[src/rtl/imm_encode.sv]
// imm_encode: scatters an immediate into a RISC-V instruction word and flags values the format cannot hold,
// behind a 2-entry valid/ready FIFO. Define RVGA_IMM_ENCODE_ERRCNT_EN for the saturating error counter.
package rvga_pkg;
   typedef logic [31:0] rvga_word;
   typedef enum logic [2:0] {INST_R, INST_I, INST_S, INST_B, INST_U, INST_J} rvga_inst_type;
endpackage

module imm_encode
   import rvga_pkg::*;
#(
   parameter int BUF_DEPTH = 2,
   parameter int CNT_W     = 8
) (
   input  logic             clk_i,
   input  logic             reset_i,
   input  logic             flush_i,
   input  logic             v_i,
   output logic             ready_o,
   input  rvga_inst_type    inst_type_i,
   input  logic             shift_v_i,
   input  rvga_word         imm_i,
   input  rvga_word         base_i,
   output logic             v_o,
   input  logic             ready_i,
   output logic [31:0]      inst_o,
   output logic             err_o,
   output logic [CNT_W-1:0] enc_cnt_o,
   output logic [7:0]       err_cnt_o
);
   logic [1:0]  count;
   logic [32:0] head, tail;
   logic [31:0] enc;
   logic        enc_err, push, pop;

   always_comb begin
      enc     = base_i;
      enc_err = 1'b0;
      case (inst_type_i)
         INST_I: begin
            enc     = shift_v_i ? {base_i[31:25], imm_i[4:0], base_i[19:0]} : {imm_i[11:0], base_i[19:0]};
            enc_err = shift_v_i ? |imm_i[31:5] : ~(&imm_i[31:11] | ~|imm_i[31:11]);
         end
         INST_S: begin
            enc     = {imm_i[11:5], base_i[24:12], imm_i[4:0], base_i[6:0]};
            enc_err = ~(&imm_i[31:11] | ~|imm_i[31:11]);
         end
         INST_B: begin
            enc     = {imm_i[12], imm_i[10:5], base_i[24:12], imm_i[4:1], imm_i[11], base_i[6:0]};
            enc_err = imm_i[0] | ~(&imm_i[31:12] | ~|imm_i[31:12]);
         end
         INST_U: begin
            enc     = {imm_i[31:12], base_i[11:0]};
            enc_err = |imm_i[11:0];
         end
         INST_J: begin
            enc     = {imm_i[20], imm_i[10:1], imm_i[11], imm_i[19:12], base_i[11:0]};
            enc_err = imm_i[0] | ~(&imm_i[31:20] | ~|imm_i[31:20]);
         end
         default: begin
            enc     = base_i;
            enc_err = 1'b0;
         end
      endcase
   end

   assign ready_o = count < 2'(BUF_DEPTH);
   assign v_o     = count != 2'd0;
   assign push    = v_i & ready_o & ~flush_i;
   assign pop     = v_o & ready_i;
   assign inst_o  = head[32:1];
   assign err_o   = head[0];

   // head doubles as the output register, so it keeps the last popped entry once the FIFO drains
   always_ff @(posedge clk_i) begin
      if (reset_i) begin
         count     <= 2'd0;
         head      <= '0;
         tail      <= '0;
         enc_cnt_o <= '0;
      end else begin
         if (flush_i) count <= 2'd0;
         else begin
            count <= count + 2'(push) - 2'(pop);
            if (push && (count == 2'd0 || (count == 2'd1 && pop))) head <= {enc, enc_err};
            else if (pop && count == 2'd2) head <= tail;
            if (push && count == 2'd1 && !pop) tail <= {enc, enc_err};
         end
         if (push) enc_cnt_o <= enc_cnt_o + CNT_W'(1);
      end
   end

`ifdef RVGA_IMM_ENCODE_ERRCNT_EN
   logic [7:0] err_cnt;
   always_ff @(posedge clk_i) begin
      if (reset_i) err_cnt <= 8'd0;
      else if (push && enc_err && err_cnt != 8'hFF) err_cnt <= err_cnt + 8'd1;
   end
   assign err_cnt_o = err_cnt;
   stall_stable: assert property (@(posedge clk_i) disable iff (reset_i) v_o && !ready_i |=> $stable(inst_o));
`else
   assign err_cnt_o = 8'd0;
`endif
endmodule

[config.mk]
export PLATFORM = sky130hd
export DESIGN_NAME = imm_encode
export DESIGN_NICKNAME = d
export VERILOG_FILES = /design/src/rtl/imm_encode.sv
export SDC_FILE = /design/constraint.sdc
export NUM_CORES = 1
export LEC_CHECK = 0
export ABC_AREA = 1
export ABC_CLOCK_PERIOD_IN_PS = 4200
export BUFFER_PORTS_ARGS = -buffer_cell sky130_fd_sc_hd__buf_4
export CORE_MARGIN = 1
export CORE_UTILIZATION = 36
export DETAILED_ROUTE_END_ITERATION = 12
export PLACE_DENSITY = 0.71
export SYNTH_ARGS = -nofsm -noshare
export SYNTH_HDL_FRONTEND = slang
export SYNTH_SLANG_ARGS = --single-unit
[constraint.sdc]
create_clock -name clk_i -period 4.2 [get_ports clk_i]
set_input_delay 1.05 -clock clk_i [delete_from_list [all_inputs] [get_ports clk_i]]
set_output_delay 1.05 -clock clk_i [all_outputs]
set_load 0.02 [all_outputs]
==> results of run 1 <==
[registers in the layout, summed over array words and instances, names as in the netlist]
signal     count
head          33
enc_cnt_o      8
tail          33
count          2
[area by class of cell]
type | instances | area (µm²) | area share (%)
multi-input combinational | 471 | 2140 | 41.9
timing repair buffer | 118 | 886 | 17.3
inverter | 48 | 181 | 3.55
sequential | 76 | 1520 | 29.8
clock buffer | 10 | 138 | 2.69
tap | 140 | 175 | 3.43
clock inverter | 6 | 68.8 | 1.35
[layer usage]
| metal | vias up | track usage [%] | part of all wire (%) | routed length, µm |
|---|---|---|---|---|
| met5 | - | 0 | 0 | 0 |
| met4 | 0 | 9.20 | 1.8 | 223 |
| met3 | 16 | 2.66 | 7.6 | 936 |
| met2 | 208 | 34.0 | 45 | 5520 |
| met1 | 1962 | 30.4 | 46 | 5690 |
| li1 | 2211 | - | - | - |
[cell usage in the layout (no fill, tap or decap), drive strengths merged]
master	instances
clkinv	3
nor3b	2
nand3	15
clkbuf	10
a31oi	22
clkinvlp	1
a21oi	48
xor2	1
dfxtp	76
o22ai	1
o21ai	68
buf	118
nor2	91
inv	49
o31ai	2
o211ai	5
nand4	5
and3	2
o221ai	1
conb	8
nand2	193
xnor2	1
bufinv	1
ha	3
nor3	3
[worst paths after layout]
| check | from | to | slack (ns) | cells after the start |
|---|---|---|---|---|
| max reg2reg | count[0] | head[2] | 1.77 | 7 |
| min | tail[12] | tail[12] | 0.46 | 2 |
| max | ready_i | head[2] | 1.28 | 9 |
| min reg2reg | tail[12] | tail[12] | 0.46 | 2 |
[worst max-delay path, cell delays in order]
cell and delay, ns:
buf_4 0.11, inv_1 0.13, nand2_2 0.12, nand2_4 0.33, o31ai_4 0.15, nand2_4 0.19, clkinv_2 0.52, o21ai_0 0.40
a31oi_1 0.08
[per-stage QoR]
stage | setup slack (ns) | area (µm²) | hold slack, ns | util [%] | instances
floorplan | 1.81 | 4050 | 0.440 | - | 632
global placement | 1.09 | 4910 | 0.448 | 45.3 | 853
detailed placement | 0.955 | 4910 | 0.454 | 45.3 | 853
CTS | 1.32 | 5110 | 0.467 | 47.2 | 869
global route | 1.10 | 5110 | 0.494 | 47.2 | 869
finish | 1.28 | 5110 | 0.464 | 47.2 | 869
[where the power goes]
part           leakage [nW]  total, W  switching (W)  internal (W)
Combinational          1.63  0.000305       0.000187      0.000117
Sequential            0.617  0.000761      0.0000164      0.000744
Clock                 0.103  0.000575       0.000280      0.000295
[cell families (layout without fill, tap and decap cells)]
logic type	after synthesis	count (layout)	synth area share (%)
buffers and inverters	85	182	9.49
XOR/XNOR	2	2	0.436
adder cells (fa/ha/maj)	3	3	0.934
AND/OR/NAND/NOR	311	311	31.1
flip-flops	76	76	37.8
other	1	8	0.0933
AO/OA/AOI/OAI	147	147	20.1
==> results.py, run 1 <==
metrics = {
    "clock_tree": {
        "cts_tree": "built",
        "h-tree-depth": 3,
        "clkLatencyLatePin_ns": 0.35,
        "clock_path_buffers": 2,
        "post_cts_buffers": 0,
        "cts_sinks": 76,
        "ctsHoldBuffers": 0,
        "clk_pin_slew_ns": 0.08,
        "root_buffer": "clkbuf_8",
        "numCtsBuffers": 9,
        "ctsResizeCount": 0,
    },
    "finish": {
        "syn_to_final_growth_pct": 27.2,
        "num_antenna_cells": 0,
        "n_fill_cell": 1130,
        "drive_gt1_share_pct": 20.4,
        "final_nets": 800,
    },
    "setup_path": {
        "path_class": "primary input to register",
        "cp_max_fo": 52,
        "required_ns": 4.40,
        "arrival_ns": 3.12,
        "critPathCaptureType": "register",
        "cp-start-kind": "primary input",
    },
    "flow_run": {
        "drv_cap": 0,
    },
    "route": {
        "drt_iter0_drc": 338,
        "drc": 0,
        "viasPerCell": 5.06,
        "first_pass_iters": 5,
        "ant_nets": 0,
        "avgRoutedWirePerCell_um": 14.2,
        "vias": 4397,
        "wl_um": 12400,
    },
    "worst_hold_path": {
        "hold_class": "register to register",
    },
    "sta": {
        "worst_pin_slew_ns": 1.00,
        "hold_viol_final": 0,
        "skew_ns": 0.0107,
        "rsz0062_at_grt": "no",
        "post-route-min-period_ns": 2.92,
        "final.setup.tns_ns": 0,
        "max_slew_margin_pct": 33.2,
        "final_max_slew_viol_count": 0,
        "fmax_mhz": 342,
        "fin_crit_sh_pct": 69.6,
        "finalSetupViolCount": 0,
    },
    "yosys": {
        "ys_warn_count": 0,
        "synth_top_area_share_pct": 37.8,
        "synthCells": 625,
        "ys_seq_elements": 76,
        "synth_area_per_cell_um2": 6.43,
        "async_reset_ff_share_pct": 0,
        "synth_edf_count": 0,
        "netlist-cell-type-count": 33,
        "synth_common_cells": "189 x nand2_1, 89 x nor2_1, 76 x dfxtp_1, 52 x o21ai_0, 48 x a21oi_1",
        "ys_seq_area_share_pct": 37.8,
        "ys.flop_type": "dfxtp_1",
        "synth_most_common_cell": "nand2_1",
        "synth_area_um2": 4020,
        "yosysTopAreaCell": "dfxtp_1",
        "yosys-top-cells-area": "dfxtp_1 38%, nand2_1 18%, nor2_1 8.3%",
    },
    "global_routing": {
        "antenna_found_initial": 0,
        "overflow": 0,
        "grt_max_degree": 53,
        "grt_pass1_wl_um": 19700,
        "grt_pass1_vias": 4071,
        "grt_usage_pct": 21.9,
    },
    "die": {
        "die_height_um": 108,
        "core.rowCount": 38,
        "die_x_um": 108,
        "die_area_um2": 11600,
        "start_util_pct": 37.1,
        "io_pins": 124,
        "core_um2": 10800,
    },
    "power_and_ir_drop": {
        "vdd_drop_max_v": 0.000157,
        "leakagePower_nw": 2.35,
        "powerDensity_nw_per_um2": 321,
        "report.power.total_w": 0.00164,
    },
    "status": {
        "status": "finished, final reports clean",
    },
    "placed_design": {
        "place_congestion": 0.909,
        "post-dp-hpwl_um": 9120,
        "portBuffers": 115,
    },
}
Note: power is estimated with default switching activity, not from simulation.
==> inputs of run 2 (changes only) <==
--- a/config.mk
+++ b/config.mk
@@ -6,12 +6,12 @@
 export NUM_CORES = 1
 export LEC_CHECK = 0
 export ABC_AREA = 1
-export ABC_CLOCK_PERIOD_IN_PS = 4200
+export ABC_CLOCK_PERIOD_IN_PS = 2400
 export BUFFER_PORTS_ARGS = -buffer_cell sky130_fd_sc_hd__buf_4
 export CORE_MARGIN = 1
 export CORE_UTILIZATION = 36
 export DETAILED_ROUTE_END_ITERATION = 12
-export PLACE_DENSITY = 0.71
+export PLACE_DENSITY = 0.73
 export SYNTH_ARGS = -nofsm -noshare
 export SYNTH_HDL_FRONTEND = slang
 export SYNTH_SLANG_ARGS = --single-unit
==> constraint.sdc (replaced) <==
create_clock -name clk_i -period 2.4 [get_ports clk_i]
set_input_delay 0.6 -clock clk_i [delete_from_list [all_inputs] [get_ports clk_i]]
set_output_delay 0.6 -clock clk_i [all_outputs]
set_load 0.02 [all_outputs]
==> results.py, run 2 (same netlist as run 1, synthesis figures left out) <==
metrics = {
    "status": {
        "status": "finished, final reports clean",
    },
    "die": {
        "die_area_um2": 11600,
        "die_x_um": 108,
        "core.rowCount": 38,
        "io_pins": 124,
        "core_um2": 10800,
        "die_height_um": 108,
        "start_util_pct": 37.1,
    },
    "sta": {
        "fmax_mhz": 557,
        "skew_ns": 0.0168,
        "post-route-min-period_ns": 1.79,
        "hold_viol_final": 0,
        "rsz0062_at_grt": "no",
        "final.setup.tns_ns": 0,
        "hold_ws_ns": 0.442,
        "finalSetupViolCount": 0,
        "fin_crit_sh_pct": 74.7,
        "final_max_slew_viol_count": 0,
    },
    "route": {
        "ant_nets": 0,
        "avgRoutedWirePerCell_um": 13.3,
        "vias": 4346,
        "drc": 0,
        "first_pass_iters": 5,
        "drt_iter0_drc": 504,
        "wl_um": 11600,
        "viasPerCell": 4.96,
    },
    "finish": {
        "final_util_pct": 47.9,
        "design_area_um2": 5190,
        "num_antenna_cells": 0,
        "n_fill_cell": 1129,
        "multiInputGateArea_um2": 2140,
        "drive_gt1_share_pct": 21.2,
        "seq_area_um2": 1520,
        "mostFrequentLayoutCell": "nand2_1",
        "top_regs": "head: 33 flops, tail: 33 flops, enc_cnt_o: 8 flops",
        "final_nets": 807,
        "syn_to_final_growth_pct": 29.1,
        "mostFrequentLayoutCells": "189 x nand2_1, 123 x buf_4, 89 x nor2_1",
    },
    "setup_path": {
        "required_ns": 2.68,
        "arrival_ns": 2.07,
        "cp_max_fo": 6,
        "critPathCaptureType": "register",
        "cp-start-kind": "primary input",
        "path_class": "primary input to register",
        "r2r_cells": 8,
    },
    "global_routing": {
        "grt_most_used_layer": "met2",
        "gr-usage-met3_pct": 2.66,
        "antenna_found_initial": 0,
        "grt_usage_pct": 20.9,
        "grt_pass1_vias": 4038,
        "grt_pass1_wl_um": 19000,
        "grtUsageMet1_pct": 28.9,
        "overflow": 0,
        "use_met2_pct": 32.0,
        "grt_max_degree": 39,
    },
    "clock_tree": {
        "clkLatencyLatePin_ns": 0.35,
        "numCtsBuffers": 9,
        "ctsResizeCount": 0,
        "cts_sinks": 76,
        "ctsHoldBuffers": 0,
        "clock_path_buffers": 2,
        "root_buffer": "clkbuf_8",
        "clk_pin_slew_ns": 0.07,
        "post_cts_buffers": 0,
        "cts_tree": "built",
        "h-tree-depth": 3,
    },
    "placed_design": {
        "portBuffers": 115,
        "postPlaceCellArea_um2": 4980,
        "post-dp-hpwl_um": 8480,
        "place_congestion": 0.983,
    },
    "worst_hold_path": {
        "whs_path_depth": 2,
        "hold_class": "primary input to register",
    },
    "power_and_ir_drop": {
        "powerDensity_nw_per_um2": 556,
        "leakagePower_nw": 2.39,
        "vdd_drop_max_v": 0.000248,
        "report.power.total_w": 0.00288,
    },
    "flow_run": {
        "drv_cap": 0,
    },
}
[run 2: final timing paths]
check           start        to  slack [ns]
max           flush_i  count[1]        0.61
min           flush_i  count[0]        0.44
max reg2reg  count[0]   head[8]        0.76
min reg2reg  tail[20]  tail[20]        0.46
[run 2: report_power, final]
group | switching (W) | internal (W)
Combinational | 0.000324 | 0.000214
Clock | 0.000522 | 0.000497
Sequential | 0.0000248 | 0.00130
Total | 0.000870 | 0.00201
[run 2: layout make-up]
class	instances	share of cell area [%]
sequential	76	29.3
clock buffer	9	2.39
tap	140	3.38
multi-input combinational	471	41.3
timing repair buffer	125	18.6
inverter	48	3.50
clock inverter	7	1.54
[run 2: critical path, cell delays in order]
cell and delay [ns]:
buf_4 0.12, inv_2 0.08, nand2_2 0.07, nor2_4 0.15
inv_2 0.09, ha_1 0.28, inv_1 0.04, ha_1 0.17
xnor2_1 0.17, xor2_1 0.15, and3_1 0.15
[run 2: layer usage]
metal | up-vias | part of all wire (%)
met5 | - | 0
met1 | 1923 | 48
met2 | 170 | 44
met4 | 0 | 2.2
li1 | 2229 | -
met3 | 24 | 6.4
[run 2: per-stage QoR]
step / setup slack [ns] / std cells
3_3_place_gp: 0.291 / 860
3_5_place_dp: 0.253 / 860
4_1_cts: 0.621 / 876
6_report: 0.606 / 876
2_1_floorplan: 0.460 / 632
5_1_grt: 0.485 / 876
==> inputs of run 3 (changes only) <==
--- a/config.mk
+++ b/config.mk
@@ -6,12 +6,12 @@
 export NUM_CORES = 1
 export LEC_CHECK = 0
 export ABC_AREA = 1
-export ABC_CLOCK_PERIOD_IN_PS = 2400
+export ABC_CLOCK_PERIOD_IN_PS = 1700
 export BUFFER_PORTS_ARGS = -buffer_cell sky130_fd_sc_hd__buf_4
 export CORE_MARGIN = 1
 export CORE_UTILIZATION = 36
 export DETAILED_ROUTE_END_ITERATION = 12
-export PLACE_DENSITY = 0.73
+export PLACE_DENSITY = 0.71
 export SYNTH_ARGS = -nofsm -noshare
 export SYNTH_HDL_FRONTEND = slang
 export SYNTH_SLANG_ARGS = --single-unit
==> constraint.sdc (replaced) <==
create_clock -name clk_i -period 1.7 [get_ports clk_i]
set_input_delay 0.425 -clock clk_i [delete_from_list [all_inputs] [get_ports clk_i]]
set_output_delay 0.425 -clock clk_i [all_outputs]
set_load 0.02 [all_outputs]
==> results.py, run 3 (same netlist as run 1, synthesis figures left out) <==
metrics = {
    "clock_tree": {
        "numCtsBuffers": 9,
        "clock_path_buffers": 2,
        "post_cts_buffers": 0,
        "clkLatencyLatePin_ns": 0.36,
        "h-tree-depth": 3,
        "cts_tree": "built",
        "ctsResizeCount": 0,
        "clk_pin_slew_ns": 0.09,
        "root_buffer": "clkbuf_8",
        "ctsHoldBuffers": 0,
        "cts_sinks": 76,
    },
    "flow_run": {
        "drv_cap": 0,
    },
    "finish": {
        "mostFrequentLayoutCells": "189 x nand2_1, 142 x buf_4, 89 x nor2_1",
        "top_regs": "head: 33 flops, tail: 33 flops, enc_cnt_o: 8 flops",
        "final_nets": 829,
        "mostFrequentLayoutCell": "nand2_1",
        "drive_gt1_share_pct": 24.0,
        "num_antenna_cells": 0,
        "syn_to_final_growth_pct": 35.6,
    },
    "route": {
        "viasPerCell": 4.95,
        "vias": 4442,
        "drc": 0,
        "first_pass_iters": 4,
        "wl_um": 11900,
        "ant_nets": 0,
        "avgRoutedWirePerCell_um": 13.3,
        "drt_iter0_drc": 314,
    },
    "global_routing": {
        "overflow": 0,
        "grt_usage_pct": 21.5,
        "grt_max_degree": 45,
        "antenna_found_initial": 0,
        "grt_pass1_wl_um": 19600,
        "grt_pass1_vias": 4120,
    },
    "setup_path": {
        "cp_max_fo": 2,
        "rr_endpoint": "count[1]",
        "crit_end": "count[1]",
        "r2r_cells": 8,
        "path_class": "register to register",
        "arrival_ns": 1.88,
        "r2r-start": "count[1]",
        "cp-start-kind": "register",
        "r2r_setup_slack_ns": 0.12,
        "startpoint": "count[1]",
        "critPathCaptureType": "register",
        "required_ns": 2.00,
    },
    "placed_design": {
        "place_congestion": 0.884,
        "post-dp-hpwl_um": 8970,
        "portBuffers": 115,
    },
    "die": {
        "io_pins": 124,
        "start_util_pct": 37.1,
        "core.rowCount": 38,
        "die_x_um": 108,
        "core_um2": 10800,
        "die_area_um2": 11600,
        "die_height_um": 108,
    },
    "sta": {
        "rsz0062_at_grt": "no",
        "final_max_slew_viol_count": 0,
        "hold_viol_final": 0,
        "fin_crit_sh_pct": 93.0,
        "skew_ns": 0.0123,
        "finalSetupViolCount": 0,
        "final.setup.tns_ns": 0,
        "hold_ws_ns": 0.299,
        "post-route-min-period_ns": 1.58,
        "fmax_mhz": 632,
    },
    "power_and_ir_drop": {
        "leakagePower_nw": 2.52,
        "powerDensity_nw_per_um2": 760,
        "vdd_drop_max_v": 0.000396,
    },
    "worst_hold_path": {
        "hold_class": "primary input to register",
    },
    "status": {
        "status": "finished, final reports clean",
    },
}
[run 3: routing by layer]
| metal | up-vias | global-route usage, % | wire [µm] |
|---|---|---|---|
| met5 | - | 0 | 0 |
| met4 | 0 | 8.22 | 237 |
| met3 | 20 | 3.39 | 740 |
| met2 | 162 | 34.8 | 5430 |
| met1 | 1990 | 28.7 | 5490 |
| li1 | 2270 | - | - |
[run 3: layout make-up]
cell class                 instances  area (µm²)
clock buffer                      10         138
clock inverter                     6        70.1
fill                            1084        5390
inverter                          48         200
multi-input combinational        471        2180
sequential                        76        1520
tap                              140         175
timing repair buffer             147        1170
[run 3: worst min-delay path by stage]
stage	from	to	slack, ns	cells past startpoint
final	base_i[6]	tail[7]	0.30	3
after global routing	base_i[3]	tail[4]	0.30	3
after CTS	base_i[3]	tail[4]	0.29	3
after detailed placement	tail[9]	tail[9]	0.45	2
after global placement	tail[19]	tail[19]	0.45	2
after floorplan	tail[10]	tail[10]	0.44	2
[run 3: power by group]
group / leakage [nW] / switching, W / total, W / internal, W
Sequential: 0.617 / 0.0000345 / 0.00187 / 0.00184
Clock: 0.107 / 0.000711 / 0.00144 / 0.000731
Combinational: 1.80 / 0.000475 / 0.000825 / 0.000350
Total: 2.52 / 0.00122 / 0.00414 / 0.00292
[run 3: per-stage QoR]
stage          setup WS (ns)  power (W)  cells  area [µm²]  utilization, %
2_1_floorplan        -0.0168    0.00234    632        4100               -
3_3_place_gp         -0.0983    0.00273    882        5240            48.4
3_5_place_dp          -0.162    0.00274    882        5240            48.4
4_1_cts                0.119    0.00418    898        5450            50.3
5_1_grt               0.0116    0.00435    898        5450            50.3
6_report               0.118    0.00414    898        5450            50.3
[run 3: critical path, stage by stage, from the launching register on]
cell and delay, ns:
dfxtp_1 0.40, inv_2 0.05, a21oi_1 0.22, ha_4 0.24, inv_2 0.06, ha_4 0.13, xnor2_2 0.11, xor2_1 0.17
and3_1 0.16
